==> src/rtl/if_pkg.sv <==
// Shared types for the fetch-to-decode instruction buffer.
// Entry layout and the NOP word that decode sees when the head is empty.
package if_pkg;

    typedef struct packed {
        logic [31:0] pc;
        logic [31:0] instr;
        logic        adel;
    } fetch_entry_t;

    localparam logic [31:0] NOP_INSTR = 32'h0000_0000;

    localparam fetch_entry_t NOP_ENTRY = '{pc: 32'h0000_0000, instr: NOP_INSTR, adel: 1'b0};

endpackage

==> src/rtl/ifb_ptr_ctrl.sv <==
// Read/write pointers, occupancy count and flush handling for if_instr_buffer.
// Produces full/empty status and the gated storage write enable.
module ifb_ptr_ctrl #(
    parameter  int DEPTH = 4,
    localparam int PTR_W = $clog2(DEPTH)
) (
    input  logic             clk,
    input  logic             rst,
    input  logic             flush_i,
    input  logic             push_req_i,
    input  logic             pop_req_i,
    input  logic             bypass_i,
    output logic             full_o,
    output logic             empty_o,
    output logic             wr_en_o,
    output logic [PTR_W-1:0] wr_ptr_o,
    output logic [PTR_W-1:0] rd_ptr_o,
    output logic [PTR_W:0]   count_o
);

    localparam logic [PTR_W:0] FULL_COUNT = (PTR_W + 1)'(DEPTH);

    logic [PTR_W-1:0] wr_ptr_q, wr_ptr_d;
    logic [PTR_W-1:0] rd_ptr_q, rd_ptr_d;
    logic [PTR_W:0]   count_q, count_d;
    logic             full, empty, wr_en, rd_en;

    assign full  = (count_q == FULL_COUNT);
    assign empty = (count_q == '0);

    // Push is refused when full even if the head pops this cycle; flush wins over both.
    assign wr_en = push_req_i & ~full & ~bypass_i & ~flush_i;
    assign rd_en = pop_req_i & ~empty & ~flush_i;

    always_comb begin
        wr_ptr_d = wr_ptr_q;
        rd_ptr_d = rd_ptr_q;
        count_d  = count_q;
        if (flush_i) begin
            wr_ptr_d = '0;
            rd_ptr_d = '0;
            count_d  = '0;
        end else begin
            if (wr_en) begin
                wr_ptr_d = wr_ptr_q + PTR_W'(1);
            end
            if (rd_en) begin
                rd_ptr_d = rd_ptr_q + PTR_W'(1);
            end
            case ({wr_en, rd_en})
                2'b10:   count_d = count_q + (PTR_W + 1)'(1);
                2'b01:   count_d = count_q - (PTR_W + 1)'(1);
                default: count_d = count_q;
            endcase
        end
    end

    always_ff @(posedge clk or posedge rst) begin
        if (rst) begin
            wr_ptr_q <= '0;
            rd_ptr_q <= '0;
            count_q  <= '0;
        end else begin
            wr_ptr_q <= wr_ptr_d;
            rd_ptr_q <= rd_ptr_d;
            count_q  <= count_d;
        end
    end

    assign full_o   = full;
    assign empty_o  = empty;
    assign wr_en_o  = wr_en;
    assign wr_ptr_o = wr_ptr_q;
    assign rd_ptr_o = rd_ptr_q;
    assign count_o  = count_q;

endmodule

==> src/rtl/if_instr_buffer.sv <==
// Fetch-to-decode decoupling queue holding {pc, instr, adel} entries.
// Optional IFB_BYPASS_EN: empty buffer forwards an unstalled fetch word to decode in the same cycle.
module if_instr_buffer
    import if_pkg::*;
#(
    parameter  int DEPTH = 4,
    localparam int PTR_W = $clog2(DEPTH)
) (
    input  logic             clk,
    input  logic             rst,
    input  logic             flush_i,
    input  logic             if_valid_i,
    input  logic [31:0]      if_pc_i,
    input  logic [31:0]      if_instr_i,
    input  logic             if_adel_i,
    output logic             if_ready_o,
    input  logic             id_stall_i,
    output logic             id_valid_o,
    output logic [31:0]      id_pc_o,
    output logic [31:0]      id_instr_o,
    output logic             id_adel_o,
    output logic [PTR_W:0]   count_o
);

    fetch_entry_t     mem_q [DEPTH];
    fetch_entry_t     mem_d [DEPTH];
    fetch_entry_t     in_entry;
    fetch_entry_t     head;
    logic             full, empty, wr_en, bypass, head_valid;
    logic [PTR_W-1:0] wr_ptr, rd_ptr;

    assign in_entry = '{pc: if_pc_i, instr: if_instr_i, adel: if_adel_i};

`ifdef IFB_BYPASS_EN
    assign bypass = empty & if_valid_i & ~id_stall_i & ~flush_i;
`else
    assign bypass = 1'b0;
`endif

    ifb_ptr_ctrl #(
        .DEPTH (DEPTH)
    ) u_ptr_ctrl (
        .clk        (clk),
        .rst        (rst),
        .flush_i    (flush_i),
        .push_req_i (if_valid_i),
        .pop_req_i  (~id_stall_i),
        .bypass_i   (bypass),
        .full_o     (full),
        .empty_o    (empty),
        .wr_en_o    (wr_en),
        .wr_ptr_o   (wr_ptr),
        .rd_ptr_o   (rd_ptr),
        .count_o    (count_o)
    );

    // Storage is deliberately unreset; only the pointers and count define validity.
    always_comb begin
        for (int i = 0; i < DEPTH; i++) begin
            mem_d[i] = mem_q[i];
        end
        if (wr_en) begin
            mem_d[wr_ptr] = in_entry;
        end
    end

    always_ff @(posedge clk) begin
        for (int i = 0; i < DEPTH; i++) begin
            mem_q[i] <= mem_d[i];
        end
    end

    always_comb begin
        head       = NOP_ENTRY;
        head_valid = 1'b0;
        if (bypass) begin
            head       = in_entry;
            head_valid = 1'b1;
        end else if (!empty) begin
            head       = mem_q[rd_ptr];
            head_valid = 1'b1;
        end
    end

    assign if_ready_o = ~full;
    assign id_valid_o = head_valid;
    assign id_pc_o    = head.pc;
    assign id_instr_o = head.instr;
    assign id_adel_o  = head.adel;

endmodule

==> config.mk <==
export PLATFORM = sky130hd
export DESIGN_NAME = if_instr_buffer
export DESIGN_NICKNAME = d
export VERILOG_FILES = /design/src/rtl/if_pkg.sv /design/src/rtl/ifb_ptr_ctrl.sv /design/src/rtl/if_instr_buffer.sv
export SDC_FILE = /design/constraint.sdc
export NUM_CORES = 1
export LEC_CHECK = 0
export ABC_AREA = 1
export CORE_ASPECT_RATIO = 0.8
export CORE_MARGIN = 2
export CORE_UTILIZATION = 51
export DETAILED_ROUTE_END_ITERATION = 7
export PLACE_DENSITY_LB_ADDON = 0.15
export SETUP_SLACK_MARGIN = 0.1
export SYNTH_ARGS = -nofsm -noshare
export SYNTH_HDL_FRONTEND = slang
export SYNTH_SLANG_ARGS = --single-unit
==> constraint.sdc <==
create_clock -name clk -period 9.7 [get_ports clk]
set_input_delay 0.97 -clock clk [delete_from_list [all_inputs] [get_ports clk]]
set_output_delay 0.97 -clock clk [all_outputs]
set_load 0.005 [all_outputs]
==> results.cfg, run 1 <==
[global_routing]
gr-usage-met2 = 0.333
grt-ovfl-total = 0
gr-usage-met1 = 0.306
grt.total_usage = 0.208
grt_first_pass_wirelength_um = 35500
antenna_found_initial = 0
busiest_layer = met2
grt_max_degree = 95
grt_pass1_vias = 6488
use_met3 = 0.0273

[die]
die_w_um = 165
row_count = 46
coreArea_um2 = 20000
ios = 140
die_area_um2 = 21800
die_height_um = 132
start_util = 0.525

[hold_path]
hold_start = u_ptr_ctrl.count_o[0]
min_path_type = register to register
whs_path_depth = 1
hold_path_end = u_ptr_ctrl.count_o[0]

[worst_setup_path]
regToRegEndpoint = mem_q[1][0]
worst_ep_required_time_ns = 8.73
critPathKind = register to output port
cp-start-kind = register
crit_path_end_kind = output port
worstPathMaxFanout = 94
worstPathArrival_ns = 3.59
timing.rr.start = u_ptr_ctrl.count_o[1]
r2r_cells = 5
r2r_slack_ns = 6.87

[sta]
rsz0062_at_grt = no
setup-violations-final = 0
fin_crit_ns = 4.56
period_share = 0.470
slew-limit-headroom = 0.346
hold_viol = 0
drv_slew = 0
tightestPinTransition_ns = 0.982
max_freq_mhz = 220
fin_skew_ns = 0.0128
fin_setup_tns_ns = 0

[pwr]
total_power_mw = 3.21
pwr_density_cell_nw_per_um2 = 250
irDropWorstVdd_v = 0.000152
p_leak_nw = 4.32

[drt]
via_per_inst = 5.39
postRouteAntennaNets = 0
drt_iter0_drc = 631
vias = 6683
routed_wirelength_um = 22600
drc = 0
dr.pass1.iters = 5
post_drt_wl_per_cell_um = 18.2

[synth]
syn_avg_cell_area_um2 = 12.7
synth_nets = 905
synthFlopType = edfxtp_1
yosysWarnings = 0
synth_compound_area_frac = 0.0971
yosysMostFrequentCell = nor2_1
ys_types = 21
synth_edf_count = 260
async_reset_ff_frac = 0.0262
ys_top_cells_by_area = edfxtp_1 74%, nor2_1 9.5%, o21ai_1 4.3%
synthMuxAreaShare = 0
synth_top_area_frac = 0.742
synth_top_area_cell = edfxtp_1
syn_area_um2 = 10500
synthSimpleGateAreaFrac = 0.105
synth_seq_cells = 267
synthAdderAreaFrac = 0.00666
synth_top_family_by_area = simple AND/OR/NAND/NOR gates
synthCells = 830
synth-seq-area-share = 0.759
synth_xor_area_frac = 0.000833
yosys-top-cells-count = 265 x nor2_1, 260 x edfxtp_1, 90 x o21ai_1, 68 x a21oi_1, 46 x o21ai_0

[clock_network]
hold_buffers = 0
htree_levels = 1
cts_resized = 0
root_buffer = clkbuf_16
clock_sinks = 267
clk_pin_slew_worst_paths_ns = 0.06
cts_tree = built
cts_setup_buffers = 0
insertion_delay_ns = 0.52
clockBufferDepth = 3
cts_buffers = 26

[placed_design]
gp_congestion = 0.783
dp_hpwl_um = 12100
io_buffers = 139
place_area_um2 = 12100

[finish]
fin_nets = 1031
num_antenna_cells = 0
drive_above_1_share = 0.0595
post-route-cell-area_um2 = 12900
area_delta_synth_final_pct = 22.2

[run_status]
outcome = complete, no violations

[flow_run]
max_cap_violations = 0
[logic make-up after synthesis]
kind of cell	count (synthesis)
AND/OR/NAND/NOR	289
buffers and inverters	64
XOR/XNOR	1
flip-flops	267
adder cells (fa/ha/maj)	5
AO/OA/AOI/OAI	204
[stage by stage]
| step | util | hold WS, ns | worst slack [ns] | instances |
|---|---|---|---|---|
| 6_report | 0.642 | 0.595 | 5.14 | 1239 |
| 5_1_grt | 0.642 | 0.630 | 4.88 | 1239 |
| 4_1_cts | 0.642 | 0.601 | 5.05 | 1239 |
| 3_5_place_dp | 0.602 | 0.590 | 5.60 | 1192 |
| 2_1_floorplan | - | 0.557 | 5.19 | 830 |
| 3_3_place_gp | 0.602 | 0.574 | 5.67 | 1192 |
[flip-flops by register name, indices dropped and copies added, names as in the netlist]
register	flops
mem_q	260
u_ptr_ctrl.rd_ptr_o	2
u_ptr_ctrl.wr_ptr_o	2
u_ptr_ctrl.count_o	3
[power by group]
part | switching [mW] | leakage [nW] | total (mW) | internal, mW
Sequential | 0.0421 | 2.45 | 1.38 | 1.33
Clock | 0.399 | 0.389 | 0.930 | 0.531
Combinational | 0.482 | 1.48 | 0.905 | 0.423
Total | 0.923 | 4.32 | 3.21 | 2.29
[routing by layer]
| metal | routed length [um] | vias up |
|---|---|---|
| met5 | 0 | - |
| met4 | 408 | 0 |
| met3 | 1170 | 33 |
| met2 | 10800 | 199 |
| met1 | 10200 | 3263 |
| li1 | - | 3188 |
[critical path: stages, from the launching register on]
cell and delay [ns]:
dfrtp_4 0.71, clkinv_2 0.46, buf_4 0.83, o21ai_0 0.21
a21oi_1 0.25, clkdlybuf4s50_1 0.54
[worst max path at each step]
stage / end / depth (start not counted) / from / slack [ns]
global placement: id_pc_o[2] / 5 / u_ptr_ctrl.rd_ptr_o[0] / 5.67
floorplan: mem_q[0][0] / 3 / flush_i / 5.19
global route: id_pc_o[2] / 5 / u_ptr_ctrl.rd_ptr_o[0] / 4.88
CTS: id_instr_o[3] / 5 / u_ptr_ctrl.rd_ptr_o[0] / 5.05
detailed placement: id_instr_o[3] / 5 / u_ptr_ctrl.rd_ptr_o[0] / 5.60
finish: id_instr_o[29] / 5 / u_ptr_ctrl.rd_ptr_o[0] / 5.14
[layout make-up]
cell class	instances	area [um2]
Sequential cell	267	7990
Clock buffer	32	694
Tap cell	264	330
Multi-Input combinational cell	499	2240
Clock inverter	15	90.1
Inverter	14	53.8
Timing Repair Buffer	148	1460
Fill cell	1544	7180
[cells in the final DEF, fill, tap and decap left out]
cell,count
nand3_1,4
a21oi_1,68
clkbuf_1,5
dfrtp_2,1
bufinv_16,1
o21ai_0,46
nand2_2,3
fa_1,1
inv_1,10
edfxtp_1,260
buf_4,9
dfrtp_1,5
o21ai_1,90
inv_2,3
clkbuf_16,27
ha_1,4
clkinv_2,7
nand3b_1,1
nand2_1,14
nor2_2,2
clkdlybuf4s50_1,139
dfrtp_4,1
nor2_4,4
clkinv_1,8
nor2_1,261
xnor2_1,1
No activity file was read; power rests on OpenSTA's default activity.
==> inputs of run 2 (changes only) <==
--- a/config.mk
+++ b/config.mk
@@ -8,7 +8,7 @@
 export ABC_AREA = 1
 export CORE_ASPECT_RATIO = 0.8
 export CORE_MARGIN = 2
-export CORE_UTILIZATION = 51
+export CORE_UTILIZATION = 49
 export DETAILED_ROUTE_END_ITERATION = 7
 export PLACE_DENSITY_LB_ADDON = 0.15
 export SETUP_SLACK_MARGIN = 0.1
==> constraint.sdc (replaced) <==
create_clock -name clk -period 3.88 [get_ports clk]
set_input_delay 0.388 -clock clk [delete_from_list [all_inputs] [get_ports clk]]
set_output_delay 0.388 -clock clk [all_outputs]
set_load 0.005 [all_outputs]
==> results.cfg, run 2 (synthesized netlist as in run 1, its figures left out) <==
[run_status]
outcome = complete, no violations

[worst_setup_path]
crit_path_end_kind = output port
cp_slowest_cell = buf_4
worstPathMaxFanout = 74
worstPathArrival_ns = 2.80
critPathKind = register to output port
cp-start-kind = register
cpMostUsedCell = nor2_1
critPathMaxStageDelay_ns = 0.62
worst_ep_required_time_ns = 3.49
crit_chain = buf_4 > nor2_1 > nor2_1 > o21ai_1 > a21oi_1 > clkdlybuf4s50_1

[drt]
post_drt_wl_per_cell_um = 17.7
vias = 6556
postRouteAntennaNets = 0
drt_iter0_drc = 512
via_per_inst = 5.24
dr.pass1.iters = 4
routed_wirelength_um = 22100
drc = 0

[global_routing]
grt.total_usage = 0.198
grt-ovfl-total = 0
grt_first_pass_wirelength_um = 35100
grt_pass1_vias = 6493
antenna_found_initial = 1
grt_max_degree = 75

[pwr]
irDropWorstVdd_v = 0.000353
p_leak_nw = 4.42
pwr_density_cell_nw_per_um2 = 640

[clock_network]
insertion_delay_ns = 0.52
cts_resized = 0
root_buffer = clkbuf_16
clk_pin_slew_worst_paths_ns = 0.06
hold_buffers = 0
cts_buffers = 26
cts_tree = built
clock_sinks = 267
htree_levels = 1
cts_setup_buffers = 0
clockBufferDepth = 3

[finish]
largest-register = mem_q
post-route-cell-area_um2 = 13100
n_fill_cell = 1609
drive_above_1_share = 0.0703
seqCellArea_um2 = 7990
layout_commonest_cell = nor2_1
fin_nets = 1038
final_core_util = 0.626
multi_input_area_um2 = 2240
final_cell_mix = 261 x nor2_1, 260 x edfxtp_1, 139 x clkdlybuf4s50_1
area_delta_synth_final_pct = 24.1
largest_reg_flops = 260

[sta]
period_share = 0.821
fin_crit_ns = 3.19
max_freq_mhz = 314
fin_skew_ns = 0.00671
rsz0062_at_grt = no
slew-limit-headroom = 0.423
hold_viol = 0
fin_setup_tns_ns = 0
tightestPinTransition_ns = 0.866
drv_slew = 0
setup-violations-final = 0

[placed_design]
io_buffers = 139
place_area_um2 = 12200
dp_hpwl_um = 12300
gp_congestion = 0.761

[die]
start_util = 0.504
die_area_um2 = 22700
ios = 140
coreArea_um2 = 20900
die_height_um = 135
row_count = 47
die_w_um = 168

[hold_path]
min_path_type = input port to async pin

[flow_run]
max_cap_violations = 0
## run 2: cell count changes in the layout (fill, tap and decap cells not counted), sizes merged
cell,delta
buf,+7
bufinv,+4
clkbuf,-1
clkinv,-4
diode,+1
inv,+1
## run 2: stage by stage
stage	setup slack, ns	instances	hold slack [ns]	power (mW)
after floorplan	-0.0862	830	0.191	4.62
after global placement	1.27	1204	0.574	5.82
after detailed placement	1.27	1204	0.586	5.83
after CTS	0.669	1251	0.0961	8.44
after global routing	0.541	1251	0.141	8.78
final	0.693	1252	0.104	8.35
## run 2: report_power, final
part,internal [mW],switching [mW],total [mW]
Clock,1.60,1.01,2.60
Combinational,1.10,1.27,2.37
Sequential,3.33,0.0512,3.38
Total,6.03,2.32,8.35
## run 2: final cells by class
type	count	share of cell area
Antenna cell	1	0.000192
Clock buffer	31	0.0529
Clock inverter	16	0.0155
Inverter	14	0.00422
Multi-Input combinational cell	499	0.171
Sequential cell	267	0.612
Tap cell	269	0.0258
Timing Repair Buffer	155	0.119
## run 2: path summary, 6_finish.rpt
kind | startpoint | to | slack [ns] | depth (start not counted)
max in group asynchronous | rst | u_ptr_ctrl.rd_ptr_o[0] | 3.52 | 2
worst min register to register | u_ptr_ctrl.count_o[0] | u_ptr_ctrl.count_o[0] | 0.59 | 1
worst max-delay path | u_ptr_ctrl.rd_ptr_o[0] | id_pc_o[12] | 0.69 | 6
min in group clk | if_pc_i[8] | mem_q[0][41] | 0.50 | 1
worst min-delay path | rst | u_ptr_ctrl.count_o[1] | 0.10 | 2
worst max register to register | u_ptr_ctrl.count_o[0] | mem_q[2][47] | 1.76 | 5
## run 2: critical path, delay by kind of cell (launching register included)
family / cells / cell delay (ns)
buffers and inverters: 2 / 1.18
AND/OR/NAND/NOR: 2 / 0.27
flip-flops: 1 / 0.43
AO/OA/AOI/OAI: 2 / 0.34
## run 2: routing by layer
metal | track usage | wire [um] | vias up
met5 | 0 | 0 | -
met4 | 0.0372 | 300 | 0
met3 | 0.0390 | 1280 | 27
met2 | 0.331 | 10600 | 176
met1 | 0.275 | 9920 | 3150
li1 | - | - | 3203
